==> config.mk <==
export PLATFORM = sky130hd
export DESIGN_NAME = dsm_integrator_chain_flat
export DESIGN_NICKNAME = d
export VERILOG_FILES = /design/src/rtl/dsm_integrator_chain_pkg.sv /design/src/rtl/dsm_integrator_chain_if.sv /design/src/rtl/dsm_integrator_chain_lane.sv /design/src/rtl/dsm_integrator_chain.sv /design/src/flat_wrapper.sv
export SDC_FILE = /design/constraint.sdc
export NUM_CORES = 1
export LEC_CHECK = 0
export CORE_MARGIN = 1
export CORE_UTILIZATION = 37
export DETAILED_ROUTE_END_ITERATION = 8
export SYNTH_ARGS = -nofsm -noshare
export SYNTH_HDL_FRONTEND = slang
export SYNTH_SLANG_ARGS = --single-unit
==> constraint.sdc <==
create_clock -name BCLK_I -period 11.61 [get_ports BCLK_I]
set_clock_uncertainty 0.1 [all_clocks]
set_input_delay 1.7415 -clock BCLK_I [delete_from_list [all_inputs] [get_ports BCLK_I]]
set_output_delay 1.7415 -clock BCLK_I [all_outputs]
set_load 0.01 [all_outputs]
==> src/rtl/dsm_integrator_chain_pkg.sv <==
// Shared definitions for the DSM integrator chain.
// Holds the lane FSM state encoding, LFSR seed/taps for optional dither,
// symmetric saturation limits and the clamp helper used by every stage.
// No ports (package).
package dsm_pkg;

   // Widest accumulator the clamp helper supports (sums carry one extra bit).
   localparam int unsigned MaxAccW = 63;

   typedef logic [0:0] dsm_state_t;
   localparam dsm_state_t StRun     = 1'b0;
   localparam dsm_state_t StRecover = 1'b1;

   // 16-bit Fibonacci LFSR, taps 16,14,13,11 -> bit positions 15,13,12,10.
   localparam logic [15:0] LfsrSeed = 16'hACE1;
   localparam logic [15:0] LfsrTaps = 16'hB400;

   // Limits for the default 40-bit accumulator.
   localparam int unsigned DefAccW = 40;
   localparam logic signed [DefAccW-1:0] DefAccMax = {1'b0, {(DefAccW-1){1'b1}}};
   localparam logic signed [DefAccW-1:0] DefAccMin = -DefAccMax;

   // +(2^(acc_w-1) - 1), the symmetric magnitude limit for an acc_w-bit accumulator.
   function automatic logic signed [MaxAccW:0] acc_max(input int unsigned acc_w);
      acc_max = ({{MaxAccW{1'b0}}, 1'b1} << (acc_w - 1)) - 1'b1;
   endfunction

   // Clamp to +/-acc_max(acc_w); the most-negative code is never produced.
   function automatic logic signed [MaxAccW:0] sat_clamp(input logic signed [MaxAccW:0] sum,
                                                         input int unsigned acc_w);
      logic signed [MaxAccW:0] lim;
      lim = acc_max(acc_w);
      if (sum > lim) begin
         sat_clamp = lim;
      end else if (sum < -lim) begin
         sat_clamp = -lim;
      end else begin
         sat_clamp = sum;
      end
   endfunction

endpackage

==> src/rtl/dsm_integrator_chain_if.sv <==
// Bus bundle for dsm_integrator_chain.
// CE_I/DATA_I: sample strobe and packed per-channel signed input.
// DATA_O/VALID_O/SAT_O/RECOVER_O: last-stage accumulators, step pulse, flags.
// master = source/sink outside the chain, slave = the chain itself.
interface dsm_integrator_chain_if #(
   parameter int unsigned CH    = 2,
   parameter int unsigned IN_W  = 33,
   parameter int unsigned ACC_W = 40
);
   logic                  CE_I;
   logic [CH*IN_W-1:0]    DATA_I;
   logic [CH*ACC_W-1:0]   DATA_O;
   logic                  VALID_O;
   logic [CH-1:0]         SAT_O;
   logic [CH-1:0]         RECOVER_O;

   modport master (
      output CE_I, DATA_I,
      input  DATA_O, VALID_O, SAT_O, RECOVER_O
   );

   modport slave (
      input  CE_I, DATA_I,
      output DATA_O, VALID_O, SAT_O, RECOVER_O
   );
endinterface

==> src/rtl/dsm_integrator_chain_lane.sv <==
// One channel of the integrator chain: ORDER cascaded saturating integrators
// (delayed form), saturation run counter and RUN/RECOVER FSM.
// Ports: clk, rst (sync, active-high), ce (step strobe), x (signed input),
//        dither_up (only with DSM_DITHER_EN: 1 -> +1, 0 -> -1 into stage 1),
//        data (last-stage accumulator), sat (clamped on latest step),
//        recover (FSM in RECOVER).
module dsm_integrator_lane
   import dsm_pkg::*;
#(
   parameter int unsigned IN_W          = 33,
   parameter int unsigned ACC_W         = 40,
   parameter int unsigned ORDER         = 3,
   parameter int unsigned SAT_LIMIT     = 4,
   parameter int unsigned RECOVER_TICKS = 8
) (
   input  logic                    clk,
   input  logic                    rst,
   input  logic                    ce,
   input  logic signed [IN_W-1:0]  x,
`ifdef DSM_DITHER_EN
   input  logic                    dither_up,
`endif
   output logic signed [ACC_W-1:0] data,
   output logic                    sat,
   output logic                    recover
);

   logic signed [ACC_W-1:0]   acc_q [ORDER];
   logic signed [ACC_W-1:0]   step  [ORDER];
   logic signed [ACC_W:0]     sum   [ORDER];
   logic signed [MaxAccW:0]   lim   [ORDER];
   logic [ORDER-1:0]          clamped;
   logic [7:0]                satcnt_q;
   logic [7:0]                recnt_q;
   dsm_state_t                state_q;
   logic                      sat_q;

   // Every stage reads the pre-update value of its predecessor.
   always_comb begin
      sum[0] = {acc_q[0][ACC_W-1], acc_q[0]} + {{(ACC_W+1-IN_W){x[IN_W-1]}}, x};
`ifdef DSM_DITHER_EN
      sum[0] = sum[0] + {{ACC_W{~dither_up}}, 1'b1};
`endif
      for (int k = 1; k < ORDER; k++) begin
         sum[k] = {acc_q[k][ACC_W-1], acc_q[k]} + {acc_q[k-1][ACC_W-1], acc_q[k-1]};
      end
      clamped = '0;
      for (int k = 0; k < ORDER; k++) begin
         lim[k]     = sat_clamp((MaxAccW+1)'(sum[k]), ACC_W);
         step[k]    = ACC_W'(lim[k]);
         clamped[k] = lim[k] != (MaxAccW+1)'(sum[k]);
      end
   end

   always_ff @(posedge clk) begin
      if (rst) begin
         for (int k = 0; k < ORDER; k++) acc_q[k] <= '0;
         satcnt_q <= '0;
         recnt_q  <= '0;
         state_q  <= StRun;
         sat_q    <= 1'b0;
      end else if (ce) begin
         if (state_q == StRun) begin
            sat_q <= |clamped;
            if (|clamped) begin
               satcnt_q <= satcnt_q + 8'd1;
               if (satcnt_q + 8'd1 == 8'(SAT_LIMIT)) begin
                  // Runaway: discard this step and start recovery from zero.
                  for (int k = 0; k < ORDER; k++) acc_q[k] <= '0;
                  state_q <= StRecover;
                  recnt_q <= '0;
               end else begin
                  acc_q <= step;
               end
            end else begin
               satcnt_q <= '0;
               acc_q    <= step;
            end
         end else begin
            for (int k = 0; k < ORDER; k++) acc_q[k] <= '0;
            sat_q   <= 1'b0;
            recnt_q <= recnt_q + 8'd1;
            if (recnt_q + 8'd1 == 8'(RECOVER_TICKS)) begin
               state_q  <= StRun;
               satcnt_q <= '0;
            end
         end
      end
   end

   assign data    = acc_q[ORDER-1];
   assign sat     = sat_q;
   assign recover = (state_q == StRecover);

endmodule

==> src/rtl/dsm_integrator_chain.sv <==
// CH-channel cascade of ORDER saturating DSM integrators with per-channel
// instability recovery. Sits between the delta stage and the quantiser.
// Ports: BCLK_I (clock, posedge), RESET_I (sync, active-high),
//        bus (slave modport): CE_I, DATA_I in; DATA_O, VALID_O, SAT_O, RECOVER_O out.
// Optional build macro DSM_DITHER_EN: shared 16-bit LFSR adds +/-1 per channel
// to the first stage, advancing on every CE_I.
module dsm_integrator_chain
   import dsm_pkg::*;
#(
   parameter int unsigned CH            = 2,
   parameter int unsigned IN_W          = 33,
   parameter int unsigned ACC_W         = 40,
   parameter int unsigned ORDER         = 3,
   parameter int unsigned SAT_LIMIT     = 4,
   parameter int unsigned RECOVER_TICKS = 8
) (
   input logic                   BCLK_I,
   input logic                   RESET_I,
   dsm_integrator_chain_if.slave bus
);

   logic valid_q;

`ifdef DSM_DITHER_EN
   logic [15:0] lfsr_q;

   // Advances on every strobe, including while lanes recover.
   always_ff @(posedge BCLK_I) begin
      if (RESET_I) begin
         lfsr_q <= LfsrSeed;
      end else if (bus.CE_I) begin
         lfsr_q <= {lfsr_q[14:0], ^(lfsr_q & LfsrTaps)};
      end
   end
`endif

   always_ff @(posedge BCLK_I) begin
      if (RESET_I) begin
         valid_q <= 1'b0;
      end else begin
         valid_q <= bus.CE_I;
      end
   end

   assign bus.VALID_O = valid_q;

   for (genvar c = 0; c < CH; c++) begin : g_lane
      dsm_integrator_lane #(
         .IN_W          (IN_W),
         .ACC_W         (ACC_W),
         .ORDER         (ORDER),
         .SAT_LIMIT     (SAT_LIMIT),
         .RECOVER_TICKS (RECOVER_TICKS)
      ) u_lane (
         .clk       (BCLK_I),
         .rst       (RESET_I),
         .ce        (bus.CE_I),
         .x         (bus.DATA_I[c*IN_W +: IN_W]),
`ifdef DSM_DITHER_EN
         .dither_up (lfsr_q[c]),
`endif
         .data      (bus.DATA_O[c*ACC_W +: ACC_W]),
         .sat       (bus.SAT_O[c]),
         .recover   (bus.RECOVER_O[c])
      );
   end

endmodule

==> src/flat_wrapper.sv <==
// flat-port wrapper written by rule: the top's interface ports become plain ports
module dsm_integrator_chain_flat import dsm_pkg::*;
#(
   parameter int unsigned CH            = 2,
   parameter int unsigned IN_W          = 33,
   parameter int unsigned ACC_W         = 40,
   parameter int unsigned ORDER         = 3,
   parameter int unsigned SAT_LIMIT     = 4,
   parameter int unsigned RECOVER_TICKS = 8
)
  (BCLK_I, RESET_I, bus_CE_I, bus_DATA_I, bus_DATA_O, bus_VALID_O, bus_SAT_O, bus_RECOVER_O);
  dsm_integrator_chain_if #(.CH(CH), .IN_W(IN_W), .ACC_W(ACC_W)) bus_i ();
  input logic BCLK_I;
  input logic RESET_I;
  input wire logic [$bits(bus_i.CE_I)-1:0] bus_CE_I;
  input wire logic [$bits(bus_i.DATA_I)-1:0] bus_DATA_I;
  output wire logic [$bits(bus_i.DATA_O)-1:0] bus_DATA_O;
  output wire logic [$bits(bus_i.VALID_O)-1:0] bus_VALID_O;
  output wire logic [$bits(bus_i.SAT_O)-1:0] bus_SAT_O;
  output wire logic [$bits(bus_i.RECOVER_O)-1:0] bus_RECOVER_O;
  assign bus_i.CE_I = bus_CE_I;
  assign bus_i.DATA_I = bus_DATA_I;
  assign bus_DATA_O = bus_i.DATA_O;
  assign bus_VALID_O = bus_i.VALID_O;
  assign bus_SAT_O = bus_i.SAT_O;
  assign bus_RECOVER_O = bus_i.RECOVER_O;
  dsm_integrator_chain #(.CH(CH), .IN_W(IN_W), .ACC_W(ACC_W), .ORDER(ORDER), .SAT_LIMIT(SAT_LIMIT), .RECOVER_TICKS(RECOVER_TICKS)) u_core (.BCLK_I(BCLK_I), .RESET_I(RESET_I), .bus(bus_i));
endmodule
==> impl_metrics.json, run 1 <==
{
  "grt_max_degree": 214,
  "comb_power_share": 0.570,
  "fin_crit_ps": 7644,
  "layout-drive-gt1-share": 0.05933,
  "timing.fmax_mhz": 130.8,
  "die_h_um": 281.1,
  "final.setup.tns_ps": 0,
  "r2r_end": "u_core.g_lane[1].u_lane.acc_q[43]",
  "clock_path_buffers": 3,
  "portBuffers": 153,
  "swShare": 0.4776,
  "cts_made_buffers": 36,
  "vias": 29211,
  "post_cts_resized": 0,
  "grt_use_total": 0.2289,
  "path_class": "in2reg",
  "max-vdd-ir-drop_mv": 0.08523,
  "grt_pass1_wl_um": 145900,
  "clkLatencyLatePin_ps": 570,
  "synth_edf_count": 0,
  "seqPwrFrac": 0.241,
  "drc": 0,
  "min_to": "u_core.g_lane[0].u_lane.sat",
  "status": "completed",
  "synthTopCellsByCount": "nand2_1, a21oi_1, o21ai_0",
  "htreeDepth": 2,
  "ant_nets": 0,
  "synthArstFlopShare": 0,
  "synth_flop_cell": "dfxtp_1",
  "synthMuxAreaShare": 0.01259,
  "holdWs_ps": 365.0,
  "hold_violations": 0,
  "ff2ff_setup_slack_ps": 4010,
  "area_delta_synth_final_pct": 8.898,
  "setup_viol_count_final": 0,
  "dp_hpwl_um": 74400,
  "netlist-cell-type-count": 100,
  "floorplan.initialDensity": 0.3770,
  "crit_arrival_ps": 8020,
  "io_pins": 154,
  "reg2reg_from": "u_core.g_lane[1].u_lane.data[0]",
  "clkPwrFrac": 0.189,
  "synth_top_family_by_area": "compound AO/OA/AOI/OAI gates",
  "numClockSinks": 277,
  "ys_ff_latch": 277,
  "yosys.area_share.simple": 0.2193,
  "reg2regPathDepth": 22,
  "power_density_nw_per_um2": 193.3,
  "yosysMostFrequentCell": "nand2_1",
  "post-cts-setup-buffers": 0,
  "tightestPinTransition_ps": 1105,
  "synth_fp_nets": 4261,
  "power.switching_mw": 2.897,
  "internal_power_mw": 3.170,
  "wire_per_inst_um": 19.35,
  "ys_seq_area_frac": 0.1924,
  "hold_depth": 2,
  "maxSlewViolCount": 0,
  "synthAdderAreaFrac": 0.1120,
  "fin_nets": 4155,
  "drt_iter0_markers": 2342,
  "avgSynthCellArea_sq_um": 7.316,
  "p_leak_nw": 12.35,
  "syn_area_sq_um": 28830,
  "viasPerCell": 5.972,
  "cts_tree": "built",
  "netlist.top_cell.by_area": "dfxtp_1",
  "ys_warn_count": 0,
  "core_sq_um": 76450,
  "hp-start": "u_core.g_lane[0].u_lane.sat",
  "drtPass1Iterations": 6,
  "drt_wl_total_um": 94620,
  "cp-end-kind": "flop",
  "cap_violations": 0,
  "fp-row-count": 101,
  "grt_pass1_vias": 25930,
  "gp_congestion": 0.9505,
  "rsz0062_at_grt": "no",
  "ys_top_cells_by_area": "dfxtp_1, ha_1, a21oi_1",
  "finalCritPeriodShare": 0.6584,
  "cp-start-kind": "input pin",
  "synthCells": 3940,
  "die-area_sq_um": 79030,
  "relSlewSlack": 0.2576,
  "synth_top_area_frac": 0.1924,
  "root_buffer": "clkbuf_16",
  "hold_class": "reg2reg",
  "dieWidth_um": 281.1,
  "path_clk_slew_ps": 60,
  "path_max_fanout": 35,
  "synth_xor_xnor_area_share": 0.05165,
  "antenna_found_initial": 2,
  "grt_overflow": 0,
  "cts_hold_buf": 0,
  "synth_compound_area_frac": 0.3446,
  "required_ps": 11980
}
-- cells in the final DEF, fill, tap and decap left out, drive strengths merged, types with 33 or more instances in the layout --
cell	synthesis	routed
nor3	84	84
clkdlybuf4s50	0	153
dfxtp	277	277
nand3	79	79
nand4	104	104
o21a	42	42
a31oi	47	47
a21o	107	107
a22o	52	52
a211oi	49	49
nand2b	39	39
a32o	33	33
or3	47	47
xnor2	98	98
clkbuf	207	43
o211ai	47	47
o21ai	442	442
xor2	72	72
inv	76	80
nand2	479	479
a21oi	426	426
ha	246	246
nor2	249	249
-- power by group through the flow --
stage                     registers, mW  logic, mW  clock network [mW]
after floorplan                    1.30       2.63                   0
after global placement             1.47       3.38                   0
after detailed placement           1.47       3.39                   0
after CTS                          1.45       3.41                1.18
after global routing               1.48       3.80                1.21
final                              1.46       3.46                1.15
-- worst max-delay path, cell delays in order --
cell and delay (ps):
clkdlybuf4s50_1 410, ha_1 430, o211ai_1 130, o21ai_1 390, o2111ai_1 320, a2111o_1 530
a2111oi_1 700, o21ai_1 310, nand3_1 150, o21ai_0 90, a211oi_1 500, nand4_1 320
o21bai_2 290, buf_4 390, nand3_1 860, o21ai_0 440
-- cell type report --
| class | count | area, sq um |
|---|---|---|
| Tap cell | 1030 | 1289 |
| Antenna cell | 1 | 2.502 |
| Clock buffer | 43 | 937.1 |
| Inverter | 77 | 289.0 |
| Sequential cell | 277 | 5545 |
| Fill cell | 7826 | 45060 |
| Timing Repair Buffer | 169 | 1664 |
| Clock inverter | 21 | 264.0 |
| Multi-Input combinational cell | 3273 | 21400 |
-- routing by layer --
metal	vias to the layer above	part of all wire	track usage
met5	-	0.00021	0
met4	4	0.030	0.07286
met3	134	0.059	0.02560
met2	874	0.42	0.3445
met1	13644	0.49	0.3358
li1	14555	-	-
-- sequential cells by signal, indices dropped and copies added, names as in the netlist --
signal / cells
u_core.bus.VALID_O: 1
u_core.g_lane.u_lane.acc_q: 160
u_core.g_lane.u_lane.data: 80
u_core.g_lane.u_lane.recnt_q: 16
u_core.g_lane.u_lane.recover: 2
u_core.g_lane.u_lane.sat: 2
u_core.g_lane.u_lane.satcnt_q: 16
-- cell families after synthesis --
logic type,count (synthesis)
compound gates,1516
simple gates,1297
buf+inv,390
flops,277
fa+ha+maj,255
xor+xnor,170
mux,35
-- metrics by stage --
step	power (mW)	worst slack [ps]	util	instance area (sq um)	cells
finish	6.067	3966	0.4106	31390	4891
global route	6.491	3320	0.4106	31390	4890
CTS	6.037	4093	0.4106	31390	4890
detailed placement	4.859	3486	0.3948	30190	4826
global placement	4.854	3539	0.3948	30190	4826
floorplan	3.932	5679	-	28830	3940
-- worst max-delay path by stage --
stage	start	to	slack, ps
2_1_floorplan	bus_DATA_I[0]	u_core.g_lane[0].u_lane.acc_q[40]	5680
3_3_place_gp	bus_DATA_I[37]	u_core.g_lane[1].u_lane.acc_q[78]	3540
3_5_place_dp	bus_DATA_I[37]	u_core.g_lane[1].u_lane.acc_q[43]	3490
4_1_cts	bus_DATA_I[36]	u_core.g_lane[1].u_lane.acc_q[43]	4090
5_1_grt	bus_DATA_I[37]	u_core.g_lane[1].u_lane.acc_q[43]	3320
6_report	bus_DATA_I[37]	u_core.g_lane[1].u_lane.acc_q[43]	3970
Power figures use the tool's default switching activity.
==> inputs of run 2 (changes only) <==
clock period = 7.6 ns   (was 11.61 ns; I/O delays follow)
==> impl_metrics.json, run 2 (same netlist as run 1, synthesis figures left out) <==
{
  "status": "completed",
  "gp_congestion": 0.9475,
  "cap_violations": 0,
  "grt_pass1_vias": 26791,
  "hp-start": "u_core.g_lane[0].u_lane.sat",
  "grt_pass1_wl_um": 149200,
  "diodes": 0,
  "floorplan.initialDensity": 0.3770,
  "numClockSinks": 277,
  "cp-startpoint": "bus_DATA_I[33]",
  "maxSlewViolCount": 0,
  "post_cts_resized": 0,
  "area_delta_synth_final_pct": 9.371,
  "fp-row-count": 101,
  "cts_made_buffers": 35,
  "dp_hpwl_um": 75380,
  "pre_cts_ws_ps": 982.3,
  "rsz0062_at_grt": "no",
  "largest_register_ffs": 160,
  "core_sq_um": 76450,
  "cp_num_buf_inv": 3,
  "drc": 0,
  "portBuffers": 153,
  "cp-start-kind": "input pin",
  "cts_tree": "built",
  "grt_use_total": 0.2330,
  "hold_violations": 0,
  "cp_common_cell": "a21oi_1",
  "ant_nets": 0,
  "slowest_delay_ps": 830,
  "cp-end-kind": "flop",
  "fin_nets": 4170,
  "viasPerCell": 5.998,
  "antenna_found_initial": 2,
  "final.setup.worst_slack_ps": 1390,
  "finalCritPeriodShare": 0.8170,
  "final.setup.tns_ps": 0,
  "layout.area.seq_sq_um": 5545,
  "grt_overflow": 0,
  "tightestPinTransition_ps": 1251,
  "max-vdd-ir-drop_mv": 0.1402,
  "drt_wl_total_um": 95210,
  "wire_per_inst_um": 19.41,
  "die-area_sq_um": 79030,
  "io_pins": 154,
  "largest-register": "u_core.g_lane.u_lane.acc_q",
  "layout_common_cells": "nand2_1, a21oi_1, o21ai_0",
  "die_h_um": 281.1,
  "path_max_fanout": 12,
  "hold_class": "reg2reg",
  "multi_input_area_sq_um": 21400,
  "vias": 29420,
  "drtPass1Iterations": 9,
  "root_buffer": "clkbuf_16",
  "relSlewSlack": 0.1612,
  "path_clk_slew_ps": 60,
  "fillerInstances": 7934,
  "crit_arrival_ps": 6590,
  "post-cts-setup-buffers": 0,
  "timing.fmax_mhz": 161.0,
  "required_ps": 7980,
  "reg2reg_from": "u_core.g_lane[0].u_lane.data[0]",
  "path_class": "in2reg",
  "mostFrequentLayoutCell": "nand2_1",
  "clkLatencyLatePin_ps": 570,
  "p_leak_nw": 12.43,
  "clock_path_buffers": 3,
  "crit_family": "compound AO/OA/AOI/OAI gates",
  "power_density_nw_per_um2": 295.1,
  "fin_crit_ps": 6210,
  "setup_viol_count_final": 0,
  "htreeDepth": 2,
  "cpMaxStageDelayCell": "nor4_1",
  "grt_max_degree": 88,
  "crit_chain": "clkdlybuf4s50_1 > ha_1 > inv_1 > fa_1 > nand2b_1 > a21oi_1 > o211ai_1 > a21oi_1 > o21ai_0 > a2111oi_0 > nand4_1 > nor4_1 > a211oi_1 > nand4_1 > o21ai_1 > buf_4 > or3_1 > a21oi_1",
  "cts_hold_buf": 0,
  "drt_iter0_markers": 2463,
  "layout-drive-gt1-share": 0.06348,
  "dieWidth_um": 281.1
}
## run 2: cell types whose count changed in the layout (fill, tap and decap cells not counted), moves of 2 or more
cell        before  now
buf_4           15   30
clkbuf_1         6    4
clkbuf_8         1    8
clkinv_2         8    5
clkinv_4         2    0
clkinvlp_4       1    4
inv_6            3    1
## run 2: per-stage QoR
stage               total power, mW    util  cells  area, sq um  hold slack (ps)
global route                  9.948  0.4124   4905        31530            396.5
CTS                           9.247  0.4124   4905        31530            377.3
finish                        9.305  0.4124   4905        31530            371.1
floorplan                     6.006       -   3940        28830            345.7
detailed placement            7.447  0.3966   4842        30320            365.2
global placement              7.435  0.3966   4842        30320            358.6
## run 2: metal layers
| layer | global-route usage | vias up | part of all wire | routed length [um] |
|---|---|---|---|---|
| met1 | 0.3436 | 13817 | 0.49 | 46610 |
| met3 | 0.02635 | 135 | 0.060 | 5679 |
| met4 | 0.06950 | 4 | 0.029 | 2727 |
| met2 | 0.3502 | 893 | 0.42 | 40170 |
| met5 | 0 | - | 0.00026 | 25 |
| li1 | - | 14571 | - | - |
## run 2: path summary, 6_finish.rpt
path / slack [ps] / depth (start not counted) / to
min: 370 / 2 / u_core.g_lane[0].u_lane.sat
max: 1390 / 18 / u_core.g_lane[1].u_lane.recover
min reg2reg: 370 / 2 / u_core.g_lane[0].u_lane.sat
max reg2reg: 1450 / 20 / u_core.g_lane[0].u_lane.data[24]
## run 2: tightest hold or removal path, stage by stage, from the launching register on
cell,delay (ps)
dfxtp_1,310
nand2_1,60
a21oi_1,50
## run 2: power breakdown
part	switching (mW)	internal [mW]
Sequential	0.472	1.77
Clock	0.713	1.05
Combinational	3.24	2.06
## run 2: final cells by class
class / instances / area share
Multi-Input combinational cell: 3273 / 0.6788
Sequential cell: 277 / 0.1759
Timing Repair Buffer: 185 / 0.05699
Tap cell: 1030 / 0.04088
Clock buffer: 48 / 0.03254
Inverter: 77 / 0.009167
Clock inverter: 15 / 0.005754
